**config.mk**
```make
export PLATFORM = sky130hd
export DESIGN_NAME = ysyx_22040750_pc_fetch
export DESIGN_NICKNAME = d
export VERILOG_FILES = /design/src/rtl/ysyx_22040750_pc_fetch.sv
export SDC_FILE = /design/constraint.sdc
export NUM_CORES = 1
export LEC_CHECK = 0
export CAP_MARGIN = 40
export CORE_UTILIZATION = 38
export DETAILED_ROUTE_END_ITERATION = 6
export PLACE_DENSITY_LB_ADDON = 0.3
export SLEW_MARGIN = 20
export SYNTH_ARGS = -nofsm -noshare
export SYNTH_HDL_FRONTEND = slang
export SYNTH_SLANG_ARGS = --single-unit
```
**constraint.sdc**
```tcl
create_clock -name I_clk -period 2.5 [get_ports I_clk]
set_input_delay 0.5 -clock I_clk [delete_from_list [all_inputs] [get_ports I_clk]]
set_output_delay 0.5 -clock I_clk [all_outputs]
set_load 0.01 [all_outputs]
```
**src/rtl/ysyx_22040750_pc_fetch.sv**
```systemverilog
// ysyx_22040750_pc_fetch
//   PC register and instruction-fetch sequencer.
//   It holds the architectural fetch PC and issues one instruction-memory
//   request per PC. The fetched word is then delivered, together with pc and
//   snpc, to IF/ID under a valid/ready handshake. After delivery the block
//   waits for the next dnpc before it fetches again.
//
// Ports
//   I_clk, I_rst                 clock, async active-high reset
//   I_dnpc/I_dnpc_valid          next PC from next-PC generator
//   O_dnpc_ready                 high only while waiting for a dnpc
//   O_imem_req_valid/O_imem_addr fetch request (address = current pc)
//   I_imem_req_ready             memory accepts request
//   I_imem_rsp_valid/_data       one-cycle response pulse with instruction
//   O_inst_valid/I_inst_ready    delivery handshake to IF/ID
//   O_inst, O_pc, O_snpc         delivered instruction, its pc, pc+SNPC_INC
//   I_flush                      kill current fetch, wait for redirect dnpc
//   O_misalign                   sticky: a dnpc with [1:0]!=0 was accepted
module ysyx_22040750_pc_fetch #(
  parameter logic [31:0] RESET_PC = 32'h8000_0000,
  parameter logic [31:0] SNPC_INC = 32'd4
) (
  input  logic        I_clk,
  input  logic        I_rst,
  input  logic [31:0] I_dnpc,
  input  logic        I_dnpc_valid,
  output logic        O_dnpc_ready,
  output logic        O_imem_req_valid,
  output logic [31:0] O_imem_addr,
  input  logic        I_imem_req_ready,
  input  logic        I_imem_rsp_valid,
  input  logic [31:0] I_imem_rsp_data,
  output logic        O_inst_valid,
  input  logic        I_inst_ready,
  output logic [31:0] O_inst,
  output logic [31:0] O_pc,
  output logic [31:0] O_snpc,
  input  logic        I_flush,
  output logic        O_misalign
);

  typedef enum logic [1:0] {
    S_REQ  = 2'd0,
    S_WAIT = 2'd1,
    S_OUT  = 2'd2,
    S_NPC  = 2'd3
  } state_t;

  state_t      state, state_nxt;
  logic [31:0] pc;
  logic [31:0] inst;
  logic        drop;
  logic        misalign;

  // State register
  always_ff @(posedge I_clk or posedge I_rst) begin
    if (I_rst) state <= S_REQ;
    else       state <= state_nxt;
  end

  // Next-state logic
  always_comb begin
    state_nxt = state;
    case (state)
      S_REQ: begin
        if (I_flush)               state_nxt = S_NPC;
        else if (I_imem_req_ready) state_nxt = S_WAIT;
      end
      S_WAIT: begin
        // A response that arrives with a pending or simultaneous flush is dropped.
        if (I_imem_rsp_valid) state_nxt = (drop || I_flush) ? S_NPC : S_OUT;
      end
      S_OUT: begin
        if (I_flush || I_inst_ready) state_nxt = S_NPC;
      end
      S_NPC: begin
        if (I_dnpc_valid) state_nxt = S_REQ;
      end
      default: state_nxt = S_REQ;
    endcase
  end

  // Outputs decoded from state
  always_comb begin
    O_imem_req_valid = 1'b0;
    O_inst_valid     = 1'b0;
    O_dnpc_ready     = 1'b0;
    case (state)
      // Flush in REQ suppresses the request in the same cycle.
      S_REQ:   O_imem_req_valid = ~I_flush;
      S_OUT:   O_inst_valid     = 1'b1;
      S_NPC:   O_dnpc_ready     = 1'b1;
      default: ;
    endcase
  end

  // Datapath: pc, latched instruction, drop flag, sticky misalign
  always_ff @(posedge I_clk or posedge I_rst) begin
    if (I_rst) begin
      pc       <= RESET_PC;
      inst     <= '0;
      drop     <= 1'b0;
      misalign <= 1'b0;
    end else begin
      case (state)
        S_WAIT: begin
          if (I_imem_rsp_valid) begin
            if (!drop && !I_flush) inst <= I_imem_rsp_data;
            drop <= 1'b0;
          end else if (I_flush) begin
            drop <= 1'b1;
          end
        end
        S_NPC: begin
          if (I_dnpc_valid) begin
            pc <= I_dnpc;
            if (I_dnpc[1:0] != 2'b00) misalign <= 1'b1;
          end
        end
        default: ;
      endcase
    end
  end

  assign O_imem_addr = pc;
  assign O_inst      = inst;
  assign O_pc        = pc;
  assign O_snpc      = pc + SNPC_INC;
  assign O_misalign  = misalign;

endmodule

```
==> results.txt <==
----------------------------------------------------
[Cells and area]
  Share of cells above drive strength 1 ... 34.2%
  Antenna diode count ... 0
  Area used by multi-input combinational logic ... 1600 um2
  Total Nets Final ... 589
  Reg area ... 1700 um2
  Final core utilization ... 69.3%
  Post-route standard cell area excluding fillers ... 6100 um2
  FILL cells ... 661
  P&R area growth vs syn ... 74.9%

[Drt]
  Routed WL per cell ... 16.2 um
  DRC errors left ... 34
  Final ANT Viol Nets ... 0
  DR vias ... 3050
  Number of violations reported at the end of detailed-routing iteration 0 ... 90
  Number of detailed-routing iterations run before antenna repair ... 6
  Final wirelength ... 10100 um
  Detail-routed via count per cell ... 4.88

[Timing]
  Worst-case setup margin in the final layout ... -0.164 ns
  Period minus WS final ... 2.66 ns
  RSZ-0062 raised after global routing ... yes
  Post-route fraction of the period consumed by the critical path ... 107%
  Max-slew violation count ... 0
  Maximum frequency from static timing analysis ... 375 MHz
  Setup violation total in the final timing report ... 9
  Rel. slew slack ... 70.2%
  Slew at the pin closest to its max-slew limit ... 0.446 ns
  Count of endpoints failing hold in the final timing report ... 0
  Worst clock skew ... 0.0136 ns

[GRT]
  Pin count of the biggest net entering global routing ... 34
  Wire length of the first global-routing pass ... 15600 um
  Number of global-route vias before repair ... 3130
  Antenna violations before repair ... 0
  Total Routing Usage GR ... 20.4%
  Overflow left after global routing ... 0

[Pwr]
  Net Sw Frac ... 35.7%
  Combinational cell fraction of total power ... 61.7%
  Portion of total power attributed to sequential cells ... 25.5%
  IR drop worst, VDD ... 0.000719 V
  Total power density per cell area ... 1310 nW/um2
  Total internal power ... 5.12 mW
  Share of power burned in the clock network ... 12.7%
  Leakage power ... 2.66 nW
  Sw Pwr ... 2.84 mW

[Floorplanning]
  Row Count ... 34
  Die width ... 97.8 um
  Floorplan core area ... 8810 um2
  Die Span Y ... 97.8 um
  Starting Density ... 39.6%
  Floorplan die area ... 9570 um2
  IO Count ... 203

[Logic synthesis]
  Share of the synthesized area in the top cell type ... 48.0%
  Post-synthesis net count ... 362
  Most frequently used cell type in the post-synthesis netlist ... sky130_fd_sc_hd__dfrtp_1
  Synthesis-stage register bit count ... 68
  Number of library cell types mapped by synthesis ... 34
  Most frequently used flop master after synthesis ... sky130_fd_sc_hd__dfrtp_1
  Cell type contributing the most total cell area after synthesis ... sky130_fd_sc_hd__dfrtp_1
  Avg Synthesized Cell Area ... 12.2 um2
  Cells after Synth ... 285
  Fraction of synthesis flops using an asynchronous set or reset pin ... 100%
  Yosys warning count ... 0
  Top post-synthesis cells by count ... sky130_fd_sc_hd__dfrtp_1, sky130_fd_sc_hd__mux2_2, sky130_fd_sc_hd__buf_4, sky130_fd_sc_hd__xnor2_1, sky130_fd_sc_hd__nand2_1
  Number of synthesized flops with an enable pin ... 0
  Synth area leaders ... sky130_fd_sc_hd__dfrtp_1, sky130_fd_sc_hd__mux2_2, sky130_fd_sc_hd__buf_4
  Post-Syn Area ... 3490 um2
  Sequential fraction of the synthesis area ... 48.8%

[Critical path]
  Arrival @ worst endpoint ... 2.16 ns
  Critical path class ... reg -> out
  Kind of end point of the critical path ... output pin
  Data required time of the worst path ... 2.00 ns
  Critical path startpoint category ... register
  Crit path max fanout ... 3
  Minimum setup slack among reg-to-reg paths ... 0.71 ns

[Place]
  Post-DP Area ... 5700 um2
  Post-detail-place hpwl ... 7500 um
  Number of port buffers ... 202
  Global placer's final weighted congestion ... 0.808

[Clock network]
  Count of H-tree levels built during CTS ... 3
  CTS tree ... yes
  Clock tree buffer depth ... 2
  Sinks on the clock net ... 68
  Number of buffers inserted during clock tree synthesis ... 9
  Clock root buffer ... sky130_fd_sc_hd__clkbuf_8
  Clock transition at the register clock pins on the worst setup and hold paths after CTS ... 0.08 ns
  Clock latency on the worst-skew pair ... 0.35 ns

[Status]
  Violated checks ... design-rule violations, negative setup slack
  Run status ... complete, but fails checks

[Flow run]
  Maximum capacitance violations ... 0

[Worst hold path]
  Kind of path behind the tightest hold check ... in -> async

----------------------------------------------------
[worst paths after layout]
check,start,to,cells after the start
worst max-delay path,O_imem_addr[3]$_DFFE_PP0P_,O_snpc[25],7
worst min register to register,O_misalign$_DFFE_PP0P_,O_misalign$_DFFE_PP0P_,1
max in group asynchronous,I_rst,O_inst[22]$_DFFE_PP0P_,3
worst max register to register,state[1]$_DFFE_PP0P_,O_inst[27]$_DFFE_PP0P_,6
worst min-delay path,I_rst,state[1]$_DFFE_PP0P_,2
min in group I_clk,O_misalign$_DFFE_PP0P_,O_misalign$_DFFE_PP0P_,1
[kinds of logic after synthesis]
kind of cell | synth area share, %
multiplexers | 21.2
AO/OA/AOI/OAI | 1.47
XOR/XNOR | 7.03
adder cells (fa/ha/maj) | 2.15
flip-flops | 48.8
buffers and inverters | 9.36
AND/OR/NAND/NOR | 9.97
[per-layer routing]
metal  global-route usage [%]  part of all wire (%)
met2                     36.7                    52
met3                     6.73                   9.4
met5                        0                     0
met1                     23.3                    37
met4                     5.24                   1.1
[power by group through the flow]
stage               logic (mW)  registers [mW]  clock network, mW
finish                    4.92            2.03               1.01
global route              5.23            2.10               1.07
CTS                       4.79            2.03               1.03
detailed placement        4.91            2.05                  0
global placement          4.83            2.01                  0
floorplan                 1.83            2.45                  0
[repair_timing]
item                       4_1_cts  5_1_grt
gates resized for setup         63       43
pin swaps                        3       18
buffers inserted                 5        9
hold buffers                     0        0
setup endpoints to repair       23       23
[sequential cells by signal (all words and copies together) (netlist names)]
| register | count |
|---|---|
| drop | 1 |
| state | 2 |
| O_inst | 32 |
| O_imem_addr | 32 |
| O_misalign | 1 |
[cell type report]
cell class,instances,share of cell area [%]
flip-flops and latches,68,27.9
clock buffers,9,2.03
inverters,9,0.554
repair buffers,257,39.5
multi-input cells,167,26.1
well taps,108,2.21
clock inverters,7,1.62
[critical path, stage by stage (launching register included)]
cell and delay [ns]:
sky130_fd_sc_hd__dfrtp_1 0.44, sky130_fd_sc_hd__buf_6 0.13, sky130_fd_sc_hd__nand4_4 0.10, sky130_fd_sc_hd__or4_4 0.58, sky130_fd_sc_hd__buf_6 0.16, sky130_fd_sc_hd__nor3_4 0.11, sky130_fd_sc_hd__xor2_1 0.15, sky130_fd_sc_hd__buf_2 0.15
[placed cells by master, fill, tap and decap left out, types with 2 or more instances in the layout]
master	synthesis	final
sky130_fd_sc_hd__nand2b_1	2	2
sky130_fd_sc_hd__nor2_1	9	8
sky130_fd_sc_hd__a21oi_1	3	3
sky130_fd_sc_hd__buf_4	34	45
sky130_fd_sc_hd__and3_1	4	3
sky130_fd_sc_hd__xnor2_1	18	15
sky130_fd_sc_hd__dfrtp_1	67	67
sky130_fd_sc_hd__nor4_4	0	2
sky130_fd_sc_hd__buf_12	0	3
sky130_fd_sc_hd__dlygate4sd2_1	0	3
sky130_fd_sc_hd__nand3_4	0	2
sky130_fd_sc_hd__nor3_2	2	3
sky130_fd_sc_hd__nand3_1	8	5
sky130_fd_sc_hd__buf_6	1	7
sky130_fd_sc_hd__inv_1	9	8
sky130_fd_sc_hd__nand2_1	13	13
sky130_fd_sc_hd__ha_1	6	5
sky130_fd_sc_hd__mux2i_1	2	2
sky130_fd_sc_hd__clkbuf_8	0	9
sky130_fd_sc_hd__nand3_2	1	2
sky130_fd_sc_hd__clkinv_4	0	2
sky130_fd_sc_hd__clkbuf_2	0	4
sky130_fd_sc_hd__nand4_1	8	8
sky130_fd_sc_hd__xor2_1	10	10
sky130_fd_sc_hd__clkdlybuf4s50_1	0	176
sky130_fd_sc_hd__xnor2_2	0	3
sky130_fd_sc_hd__buf_2	3	14
sky130_fd_sc_hd__clkdlybuf4s15_1	0	2
sky130_fd_sc_hd__bufinv_16	0	2
sky130_fd_sc_hd__mux2_2	64	64
sky130_fd_sc_hd__nor3_4	1	3
sky130_fd_sc_hd__dlymetal6s2s_1	0	3
[stage by stage]
stage                     setup WS (ns)  std cells  power, mW  TNS, ns  hold slack (ns)
after floorplan                   0.261        285       4.28        0            0.500
after global placement          -0.0173        595       6.84  -0.0173            0.468
after detailed placement        -0.0288        595       6.96  -0.0452            0.470
after CTS                       -0.0686        616       7.86   -0.352            0.490
after global routing             -0.233        625       8.40    -2.19            0.516
final                            -0.164        625       7.96   -0.802            0.480
Note: power is estimated with default switching activity, not from simulation.
==> patch 1, RTL diff (same flow settings) <==
Re-encode `state_t` (4 states) as one-hot, 4 bits wide.
--- a/src/rtl/ysyx_22040750_pc_fetch.sv
+++ b/src/rtl/ysyx_22040750_pc_fetch.sv
@@ -39,11 +39,11 @@
   output logic        O_misalign
 );
 
-  typedef enum logic [1:0] {
-    S_REQ  = 2'd0,
-    S_WAIT = 2'd1,
-    S_OUT  = 2'd2,
-    S_NPC  = 2'd3
+  typedef enum logic [3:0] {
+    S_REQ  = 4'b0001,
+    S_WAIT = 4'b0010,
+    S_OUT  = 4'b0100,
+    S_NPC  = 4'b1000
   } state_t;
 
   state_t      state, state_nxt;
Function: no difference found for any inputs over 10 cycles, from zero or initial values and one cycle with I_rst high; not proved beyond that.
==> patch 1 against the unedited design <==
Total power decreased by 5.7%. Final area increased by 1.8%. Sequential cell count increased by 2. Non-clock buffer count decreased by 15. Wire length decreased by 2.5%. Synthesized area increased by 11%. Setup slack improved by 0.21 ns. Hold slack improved by 0.018 ns. Clock power decreased by 21%. Largest power group unchanged. Highest routed layer unchanged.
==> patch 1: results (changes against the unedited design) <==
Run status
  – Status: complete, no violations (was complete, but fails checks)

Critical path
  – R2r setup slk: 0.62 ns (was 0.71 ns)
  – Crit path launch: O_imem_addr[2] (was O_imem_addr[3])
  – FF-to-FF Start: state[3] (was state[1])
  – Setup crit end: O_snpc[26] (was O_snpc[25])

CTS
  – CTS resizes: 45 (was 63)
  – Worst skew pair latency: 0.33 ns (was 0.35 ns)

Routing
  – Avg WL per Cell: 15.43 µm (was 16.21 µm)
  – DRT iter0 DRCs: 41 (was 90)
  – Via/cell ratio: 4.678 (was 4.880)

Finish
  – Non-Clock Buffer Area Fraction: 37.09% (was 39.53%)
  – Sequential cells: 70 (was 68)
  – Seq area share: 28.25% (was 27.91%)
  – Fraction of layout cells with a size suffix above 1: 29.39% (was 34.24%)
  – Nets: 574 (was 589)
  – Layout area overhead: 60.10% (was 74.87%)
  – Filler cells: 832 (was 661)
  – Non-clock buffers: 242 (was 257)
  – Non-clock inverters: 7 (was 9)
  – # clk buffers: 10 (was 9)
  – Final clock-cell share: 2.821% (was 3.650%)
  – Area occupied by multi-input gates: 1784 µm² (was 1595 µm²)
  – Multi-In Gates: 172 (was 167)

Synth
  – Synthesized area: 3879 µm² (was 3490 µm²)
  – Commonest cells post-synth: dfrtp_1 (68), mux2_4 (58), buf_4 (35) (was dfrtp_1 (67), mux2_2 (64), buf_4 (34))
  – Syn Nets: 366 (was 362)
  – Compound-Gate Fraction of Synth Area: 1.581% (was 1.470%)
  – Post-synthesis mux area share: 24.19% (was 21.23%)
  – XOR/XNOR Fraction of Synth Area: 6.548% (was 7.028%)
  – Yosys cell types: 38 (was 34)
  – Seq/Total Area, Yosys: 45.23% (was 48.80%)

STA
  – Worst Tran Pin Value: 0.6195 ns (was 0.4461 ns)
  – Final Skew: 0.01266 ns (was 0.01364 ns)

Power
  – Clock Power Share: 10.6% (was 12.7%)
  – Power share of the sequential group: 28.1% (was 25.5%)
  – Worst VDD drop: 0.0005853 V (was 0.0007192 V)

Place
  – Routability Congestion: 0.7940 (was 0.8079)
  – Dpl cell area: 6000 µm² (was 5704 µm²)

GRT
  – Vias in the first global route: 3,058 (was 3,130)
  – Global-route wire length before repair: 15,420 µm (was 15,570 µm)
  – GRT Util Overall: 18.86% (was 20.45%)
[patch 1: critical path: stages (launching register included)]
cell and delay (ns):
dfrtp_1 0.37, ha_2 0.21, nand2_4 0.08, nor4_4 0.31, buf_6 0.18, nand4_1 0.11, xnor2_1 0.21, clkbuf_2 0.16
[patch 1: per-layer routing]
metal / vias to the layer above / share of wire (%) / track usage [%]
li1: 1404 / - / -
met1: 1445 / 40 / 22.87
met2: 137 / 50 / 32.15
met3: 8 / 8.8 / 5.831
met4: 0 / 1.1 / 5.742
met5: - / 0 / 0
[patch 1: per-stage QoR]
step	total power, µW	hold WS (ns)	cells	worst slack [ns]	setup TNS (ns)
2_1_floorplan	4423	0.4920	294	0.2351	0
3_3_place_gp	6735	0.4631	619	0.07357	0
3_5_place_dp	6822	0.4798	619	0.006812	0
4_1_cts	7563	0.4993	636	-0.1343	-0.1448
5_1_grt	8018	0.5177	640	-0.07033	-0.2058
6_report	7513	0.4983	640	0.04731	0
==> patch 2, RTL diff (config.mk and constraints unchanged) <==
Made on the original files. Change the parameter `RESET_PC` from 32'h8000_0000 to 32'h60000000.
--- a/src/rtl/ysyx_22040750_pc_fetch.sv
+++ b/src/rtl/ysyx_22040750_pc_fetch.sv
@@ -17,7 +17,7 @@
 //   I_flush                      kill current fetch, wait for redirect dnpc
 //   O_misalign                   sticky: a dnpc with [1:0]!=0 was accepted
 module ysyx_22040750_pc_fetch #(
-  parameter logic [31:0] RESET_PC = 32'h8000_0000,
+  parameter logic [31:0] RESET_PC = 32'h60000000,
   parameter logic [31:0] SNPC_INC = 32'd4
 ) (
   input  logic        I_clk,
Formal check against the unedited RTL: not equivalent (a bounded check fails within 4 cycles, from zero or initial values and one cycle with I_rst high).
==> patch 2 against the unedited design <==
The run still ends with design-rule violations, negative setup slack left. Total power decreased by 0.28%. Synthesized area about the same. Setup slack improved by 0.030 ns. Count of clock-buffer cells in the layout unchanged. Sequential cell count unchanged. Sequential power about the same. Largest cell class unchanged. Wire length decreased by 3.9%. Final area increased by 0.10%.
==> patch 2: results (changes against the unedited design) <==
Synth
  – Compound-Gate Fraction of Synth Area: 1.470% (about the same)
  – Main area contributors after synthesis: dfrtp_1 (47%), mux2_2 (21%), buf_4 (7.3%), xnor2_1 (4.5%), xor2_1 (2.5%) (was dfrtp_1 (48%), mux2_2 (21%), buf_4 (7.3%), xnor2_1 (4.5%), xor2_1 (2.5%))
  – XOR/XNOR Fraction of Synth Area: 7.025% (was 7.028%)
  – Adder-cell share of the synthesized area: 2.151% (about the same)
  – Commonest cells post-synth: dfrtp_1 (66), mux2_2 (64), buf_4 (34) (was dfrtp_1 (67), mux2_2 (64), buf_4 (34))
  – Seq/Total Area, Yosys: 48.82% (was 48.80%)
  – Post-synthesis mux area share: 21.22% (was 21.23%)

STA
  – Final Skew: 0.01330 ns (was 0.01364 ns)
  – Worst setup margin: -0.1343 ns (was -0.1643 ns)
  – Final setup viols: 7 (was 9)
  – Worst Tran Pin Value: 0.4603 ns (was 0.4461 ns)

Finish
  – Fraction of layout cells with a size suffix above 1: 34.50% (was 34.24%)
  – Nets: 588 (was 589)
  – Filler cells: 638 (was 661)

Routing
  – DR vias: 2,982 (was 3,050)
  – DRT iter0 DRCs: 79 (was 90)
  – # DRC: 32 (was 34)
  – Met3 WL: 948 µm (was 951 µm)
  – DRT Pass-1 Iters: 7 (was 6)
  – Met2 wire length: 4935 µm (was 5305 µm)

Power
  – Worst VDD drop: 0.0007841 V (was 0.0007192 V)

GRT
  – Global-route wire length before repair: 15,600 µm (was 15,570 µm)
  – GRT Util Overall: 20.75% (was 20.45%)
  – Largest net degree at the start of global routing: 36 (was 34)
  – Vias in the first global route: 3,085 (was 3,130)

Critical path
  – CP top delay family: simple AND/OR/NAND/NOR gates (unchanged)
  – Worst endpoint data arrival time: 2.13 ns (was 2.16 ns)
  – Critical Path Fanout Max: 4 (was 3)

Place
  – HPWL after detailed placement: 7310 µm (was 7505 µm)
  – Dpl cell area: 5670 µm² (was 5704 µm²)
  – Routability Congestion: 0.7627 (was 0.8079)

Run status
  – Status: complete, but fails checks (unchanged)
  – Failing checks: design-rule violations, negative setup slack (unchanged)

Hold path
  – Worst min-delay path category: reg -> reg (was in -> async)
-- patch 2: changes by cell type in the layout (fill, tap and decap cells not counted), sizes merged --
cell,delta
clkdlybuf4s50,+1
dfstp,+1
buf,-3
dfrtp,-1
dlymetal6s2s,+3
clkbuf,+2
clkdlybuf4s15,-2
dlygate4sd2,-2
-- patch 2: worst paths after layout --
kind / from / endpoint / slack (ns) / depth (start not counted)
setup / recovery: O_imem_addr[3] / O_snpc[21] / -0.13 / 8
hold / removal: O_misalign / O_misalign / 0.48 / 1
setup reg to reg: state[1] / O_inst[31] / 0.70 / 6
hold reg to reg: O_misalign / O_misalign / 0.48 / 1
max in group asynchronous: I_rst / O_imem_addr[2] / 1.56 / 3
min in group asynchronous: I_rst / O_inst[24] / 0.57 / 3
-- patch 2: layout make-up --
class	count	area, µm²	share of cell area, %
Clock buffer	9	123.9	2.028
Clock inverter	7	98.84	1.618
Inverter	9	33.78	0.5531
Multi-Input combinational cell	167	1602	26.22
Sequential cell	68	1705	27.92
Tap cell	108	135.1	2.212
Timing Repair Buffer	256	2410	39.45
-- patch 2: report_power, final --
group	total (µW)	internal (µW)	switching, µW
clock network	1010	566	439
logic	4900	2890	2010
registers	2030	1670	368
-- patch 2: worst register-to-register path, stage by stage, from the launching register on --
cell     delay (ns)
dfrtp_1        0.42
inv_1          0.13
ha_1           0.25
nand2_1        0.09
nor3_2         0.18
buf_12         0.24
mux2_2         0.36
-- patch 2: per-stage QoR --
step | std cells | setup TNS (ns)
6_report | 624 | -0.4796
3_5_place_dp | 592 | -0.05568
5_1_grt | 624 | -1.389
2_1_floorplan | 285 | 0
4_1_cts | 616 | -1.250
3_3_place_gp | 592 | 0
-- patch 2: repair_timing --
action | 4_1_cts | 5_1_grt
resized for setup | 50 | 56
setup buffers | 8 | 8
pin swaps | 6 | 17
setup endpoints to repair | 23 | 23
hold buffers | 0 | 0
cloned | 0 | 0
-- patch 2: logic make-up (layout without fill, tap and decap cells) --
family	Yosys count	in the layout
simple gates	59	59
fa+ha+maj	6	6
compound gates	8	8
mux	66	66
xor+xnor	28	28
buf+inv	50	281
flops	68	68
-- patch 2: metal layers --
metal | vias up | global-route usage (%)
met2 | 133 | 35.54
met3 | 11 | 7.588
met4 | 0 | 7.343
li1 | 1400 | -
met5 | - | 0
met1 | 1438 | 23.81
